**src/rtl/pc_pkg.sv**
```systemverilog
`default_nettype none
// ============================================================================
// Module      : pc_pkg
// Description : Shared definitions for the program counter / return-address
//               stack block: default geometry, the one-hot-free operation
//               encoding and the strobe priority encoder.
// Revision    : 1.0 - initial release
// ============================================================================
package pc_pkg;

  // Default geometry; modules derive their own widths from their parameters.
  localparam int PC_WIDTH_DEF = 16;
  localparam int DEPTH_DEF    = 8;
  localparam int SP_W         = $clog2(DEPTH_DEF);

  // Operation selected for the current cycle.
  typedef enum logic [2:0] {
    OP_HOLD  = 3'd0,
    OP_INC   = 3'd1,
    OP_RET   = 3'd2,
    OP_CALL  = 3'd3,
    OP_LOAD  = 3'd4,
    OP_RESET = 3'd5
  } pc_op_e;

  // Strobe priority: reset > load > call > ret > inc > hold.
  function automatic pc_op_e pc_decode(input logic reset,
                                       input logic load,
                                       input logic call,
                                       input logic ret,
                                       input logic inc);
    pc_op_e op;
    op = OP_HOLD;
    if (reset)     op = OP_RESET;
    else if (load) op = OP_LOAD;
    else if (call) op = OP_CALL;
    else if (ret)  op = OP_RET;
    else if (inc)  op = OP_INC;
    return op;
  endfunction

endpackage : pc_pkg
`default_nettype wire

```
**src/rtl/pc_ras.sv**
```systemverilog
`default_nettype none
// ============================================================================
// Module      : pc_ras
// Description : Circular return-address stack. DEPTH x WIDTH register file
//               with a wrapping stack pointer and a separate fill counter.
//               A push while full overwrites the oldest entry (the caller
//               decides whether that is allowed).
// Ports       : clk, reset   - clock, synchronous active-high reset
//               push, wdata  - write wdata at sp, advance sp
//               pop          - retreat sp when not empty
//               top          - entry at sp-1 (most recent push)
//               depth        - valid entries 0..DEPTH
//               full, empty  - decoded from depth
// Revision    : 1.0 - initial release
// ============================================================================
module pc_ras
  import pc_pkg::*;
#(
  parameter int WIDTH = PC_WIDTH_DEF,
  parameter int DEPTH = DEPTH_DEF
) (
  input  logic                       clk,
  input  logic                       reset,
  input  logic                       push,
  input  logic                       pop,
  input  logic [WIDTH-1:0]           wdata,
  output logic [WIDTH-1:0]           top,
  output logic [$clog2(DEPTH):0]     depth,
  output logic                       full,
  output logic                       empty
);

  localparam int AW = $clog2(DEPTH);
  localparam int DW = AW + 1;

  logic [WIDTH-1:0] r_mem [DEPTH];
  logic [AW-1:0]    r_sp;
  logic [DW-1:0]    r_depth;
  logic             w_full;
  logic             w_empty;

  assign w_full  = (r_depth == DW'(DEPTH));
  assign w_empty = (r_depth == '0);

  // Entry contents are don't-care after reset; only sp/depth are cleared.
  always_ff @(posedge clk) begin
    if (!reset && push) begin
      r_mem[r_sp] <= wdata;
    end
  end

  always_ff @(posedge clk) begin
    if (reset) begin
      r_sp    <= '0;
      r_depth <= '0;
    end else if (push) begin
      // sp wraps naturally; when full the oldest slot is being reused so
      // the fill count saturates at DEPTH.
      r_sp <= r_sp + AW'(1);
      if (!w_full) begin
        r_depth <= r_depth + DW'(1);
      end
    end else if (pop && !w_empty) begin
      r_sp    <= r_sp - AW'(1);
      r_depth <= r_depth - DW'(1);
    end
  end

  assign top   = r_mem[r_sp - AW'(1)];
  assign depth = r_depth;
  assign full  = w_full;
  assign empty = w_empty;

endmodule : pc_ras
`default_nettype wire

```
**src/rtl/pc_call_stack.sv**
```systemverilog
`default_nettype none
// ============================================================================
// Module      : pc_call_stack
// Description : Program counter with integrated return-address stack.
//               Supports reset / load / call / ret / inc / hold, one per
//               cycle, highest priority wins. out is registered; there is no
//               combinational path from in to out.
// Ports       : clk, reset          - clock, synchronous active-high reset
//               load, call, ret, inc- operation strobes
//               in                  - jump / call target
//               out                 - current PC
//               depth, empty, full  - stack fill status
//               err_ovf, err_unf    - sticky errors (PC_STACK_ERR_EN only)
// Config      : `define PC_STACK_ERR_EN to reject call-when-full and
//               ret-when-empty and flag them on sticky error outputs.
//               Without it, call-when-full overwrites the oldest entry.
// Revision    : 1.0 - initial release
// ============================================================================
module pc_call_stack
  import pc_pkg::*;
#(
  parameter int WIDTH = 16,
  parameter int DEPTH = 8
) (
  input  logic                    clk,
  input  logic                    reset,
  input  logic                    load,
  input  logic                    call,
  input  logic                    ret,
  input  logic                    inc,
  input  logic [WIDTH-1:0]        in,
  output logic [WIDTH-1:0]        out,
  output logic [$clog2(DEPTH):0]  depth,
  output logic                    empty,
  output logic                    full
`ifdef PC_STACK_ERR_EN
  ,
  output logic                    err_ovf,
  output logic                    err_unf
`endif
);

  logic [WIDTH-1:0]        r_pc;
  logic [WIDTH-1:0]        w_pc_next;
  logic [WIDTH-1:0]        w_pc_plus1;
  logic [WIDTH-1:0]        w_top;
  logic [$clog2(DEPTH):0]  w_depth;
  logic                    w_full;
  logic                    w_empty;
  logic                    w_push;
  logic                    w_pop;
  pc_op_e                  w_op;

  assign w_op       = pc_decode(reset, load, call, ret, inc);
  // Return address and increment share one adder; wraps modulo 2^WIDTH.
  assign w_pc_plus1 = r_pc + WIDTH'(1);

  always_comb begin
    w_pc_next = r_pc;
    w_push    = 1'b0;
    w_pop     = 1'b0;
    case (w_op)
      OP_RESET: w_pc_next = '0;
      OP_LOAD:  w_pc_next = in;
      OP_CALL: begin
`ifdef PC_STACK_ERR_EN
        if (!w_full) begin
          w_push    = 1'b1;
          w_pc_next = in;
        end
`else
        // Full stack: the RAS overwrites its oldest entry.
        w_push    = 1'b1;
        w_pc_next = in;
`endif
      end
      OP_RET: begin
        if (!w_empty) begin
          w_pop     = 1'b1;
          w_pc_next = w_top;
        end
      end
      OP_INC:   w_pc_next = w_pc_plus1;
      default:  w_pc_next = r_pc;
    endcase
  end

  always_ff @(posedge clk) begin
    if (reset) begin
      r_pc <= '0;
    end else begin
      r_pc <= w_pc_next;
    end
  end

  pc_ras #(
    .WIDTH (WIDTH),
    .DEPTH (DEPTH)
  ) u_ras (
    .clk   (clk),
    .reset (reset),
    .push  (w_push),
    .pop   (w_pop),
    .wdata (w_pc_plus1),
    .top   (w_top),
    .depth (w_depth),
    .full  (w_full),
    .empty (w_empty)
  );

`ifdef PC_STACK_ERR_EN
  logic r_err_ovf;
  logic r_err_unf;

  always_ff @(posedge clk) begin
    if (reset) begin
      r_err_ovf <= 1'b0;
      r_err_unf <= 1'b0;
    end else begin
      if (w_op == OP_CALL && w_full) r_err_ovf <= 1'b1;
      if (w_op == OP_RET && w_empty) r_err_unf <= 1'b1;
    end
  end

  assign err_ovf = r_err_ovf;
  assign err_unf = r_err_unf;
`endif

  assign out   = r_pc;
  assign depth = w_depth;
  assign empty = w_empty;
  assign full  = w_full;

endmodule : pc_call_stack
`default_nettype wire

```
**config.mk**
```make
export PLATFORM = sky130hd
export DESIGN_NAME = pc_call_stack
export DESIGN_NICKNAME = d
export VERILOG_FILES = /design/src/rtl/pc_pkg.sv /design/src/rtl/pc_ras.sv /design/src/rtl/pc_call_stack.sv
export SDC_FILE = /design/constraint.sdc
export NUM_CORES = 1
export LEC_CHECK = 0
export BUFFER_PORTS_ARGS = -buffer_cell sky130_fd_sc_hd__buf_2
export CORE_ASPECT_RATIO = 1.1
export CORE_MARGIN = 2
export CORE_UTILIZATION = 59
export DETAILED_ROUTE_END_ITERATION = 12
export PLACE_DENSITY_LB_ADDON = 0.15
export SYNTH_ARGS = -nofsm -noshare
export SYNTH_HDL_FRONTEND = slang
export SYNTH_SLANG_ARGS = --single-unit
```
**constraint.sdc**
```tcl
create_clock -name clk -period 4.79 [get_ports clk]
set_clock_uncertainty 0.1 [all_clocks]
set_input_delay 0 -clock clk [delete_from_list [all_inputs] [get_ports clk]]
set_output_delay 0 -clock clk [all_outputs]
set_load 0.005 [all_outputs]
```
==> results.toml <==
[finish]
final_cell_mix = "edfxtp_1 (128), buf_2 (43), nand2_1 (29)"
nFillCells = 665
drive_above_1_share_pct = 27.2
final_area_sq_um = 7600
utilization_pct = 72.4
seq_area_sq_um = 4310
layout_commonest_cell = "edfxtp_1"
area_growth_pct = 18.4
diodes = 0
nets = 498
layoutNonFillerInstCount = 625
multi_input_area_sq_um = 2040

[drt]
first_pass_iters = 6
viasPerCell = 6.25
via_count = 3909
drcViolationCount = 0
wl_um = 14500
drt_iter0_drc = 329
drt.antenna.violating_nets = 0
wire_per_inst_um = 23.2

[global_routing]
antenna_found_initial = 0
grt_max_degree = 29
grtUsageTotal_pct = 26.1
grt.overflow.total = 0
grt_pass1_wl_um = 21500
grt_pass1_vias = 3839

[sta]
period_minus_slack_ns = 3.54
setup_tns_ns = 0
setup_ws_ns = 1.25
finalCritPeriodShare_pct = 73.9
fmax_ghz = 0.282
finalMaxSlewViolations = 0
holdWs_ns = 0.0242
hold_viol_final = 0
rsz0062_at_grt = "no"
slew_headroom_pct = 42.8
tightest_slew_ns = 0.858
setup_viol = 0

[synthesis]
synth_nets = 419
yosys-top-cells-area = "edfxtp_1 (60%), mux4_2 (8.8%), dfxtp_1 (7.2%), mux4_1 (2.9%), xnor2_1 (1.8%)"
yosysTopAreaCellShare_pct = 59.9
synthesis.area_sq_um = 6420
synth_edf_count = 128
ys.warnings.count = 0
ys_ff_latch = 151
ys.flop_type = "edfxtp_1"
synth_top_area_cell = "edfxtp_1"
netlist_instances = 391
ys_seq_area_share_pct = 67.1
synth_area_per_cell_sq_um = 16.4
ys_async_sr_fraction_pct = 0
yosysUniqueCellTypes = 50

[critical_path]
critical_path_class = "reg -> reg"
cp_slowest_cell = "xor2_2"
startpoint = "u_ras.r_sp[1]"
rr_startpoint = "u_ras.r_sp[1]"
max_stage_delay_ns = 0.69
cp_max_fo = 12
cp-end-kind = "flip-flop"
critPathRequiredTime_ns = 4.98
arrival_ns = 3.73
worst-r2r-setup-slack_ns = 1.25
startpoint_type = "flip-flop"
crit_chain = "inv_1, ha_1, xor2_2, buf_4, mux4_2, mux2i_1, o22ai_1, dlygate4sd3_1"

[floorplanning]
rows = 39
core_area_sq_um = 10500
start_util_pct = 61.2
io_pins = 44
die_w_um = 103
die_area_sq_um = 11700
die_y_um = 113

[placement]
place_ws_ns = 1.78
gp_congestion = 0.800
placed_area_sq_um = 6890
portBuffers = 43
hpwlAfterDp_um = 8870
placed_cells = 574

[clock_tree]
h-tree-depth = 4
cts-root-buf = "clkbuf_16"
cts_buffers = 17
post_cts_buffers = 0
clkSlewWorstSetupHoldPaths_ns = 0.06
clockBufferDepth = 2
clk_latency_ns = 0.41
cts_sinks = 151
ctsHoldBuffers = 20
post_cts_resized = 0
cts_tree = "yes"

[power]
ir_drop_v = 0.000349
powerDensity_nw_per_um2 = 385
p_total_mw = 2.93
leakagePower_nw = 2.68

[min_path]
hp-start = "call"
hold_path.class = "in -> reg"

[status]
outcome = "finished clean"

[flow_run]
cap_violations = 0
[cells in the mapped netlist, types with 7 or more instances]
cell type,instances
xnor2_1,13
clkbuf_1,7
o21ai_0,15
dfxtp_1,23
mux4_1,7
xor2_1,7
mux4_2,25
edfxtp_1,128
a211oi_1,12
nor2_1,15
nand2_1,29
nand3_1,10
a21oi_1,11
[flip-flops by register name (all words and copies together), names as in the netlist]
| register | flops |
|---|---|
| u_ras.depth | 4 |
| u_ras.r_sp | 3 |
| out | 16 |
| u_ras.r_mem | 128 |
[power breakdown]
group / switching [mW] / internal, mW / leakage, nW
Combinational: 0.155 / 0.139 / 1.08
Sequential: 0.0273 / 1.46 / 1.36
Clock: 0.495 / 0.654 / 0.245
Total: 0.677 / 2.25 / 2.68
[area by class of cell]
type                            count  share of cell area (%)
Clock buffer                       18                    5.65
Multi-Input combinational cell    216                    26.8
Tap cell                          143                    2.35
Clock inverter                     13                    1.10
Timing Repair Buffer               79                    7.21
Sequential cell                   151                    56.7
Inverter                            5                   0.247
[path summary, 6_finish.rpt]
kind	end	depth (start not counted)
max	out[0]	8
min	out[5]	5
max reg2reg	out[0]	8
min reg2reg	u_ras.depth[3]	1
[cell families after synthesis]
kind of cell / synth area share (%)
xor gates and xnor gates: 2.98
and+or+nand+nor: 6.92
adders and majority gates: 1.29
DFF: 67.1
muxes: 13.1
buffers and inverters: 1.97
AOI/OAI and AO/OA: 6.63
[critical path, delay by kind of cell, from the launching register on]
family	cells	cell delay [ns]
DFF	1	0.51
muxes	2	0.67
buffers and inverters	3	1.10
AOI/OAI and AO/OA	1	0.09
adders and majority gates	1	0.27
xor gates and xnor gates	1	0.69
[layer usage]
| metal | global-route usage, % | share of wire (%) | wire (um) |
|---|---|---|---|
| met3 | 5.82 | 7.4 | 1070 |
| met5 | 0 | 0 | 0 |
| met4 | 9.04 | 1.8 | 260 |
| met2 | 41.6 | 50 | 7290 |
| met1 | 36.0 | 41 | 5890 |
(Power assumes the default switching activity.)
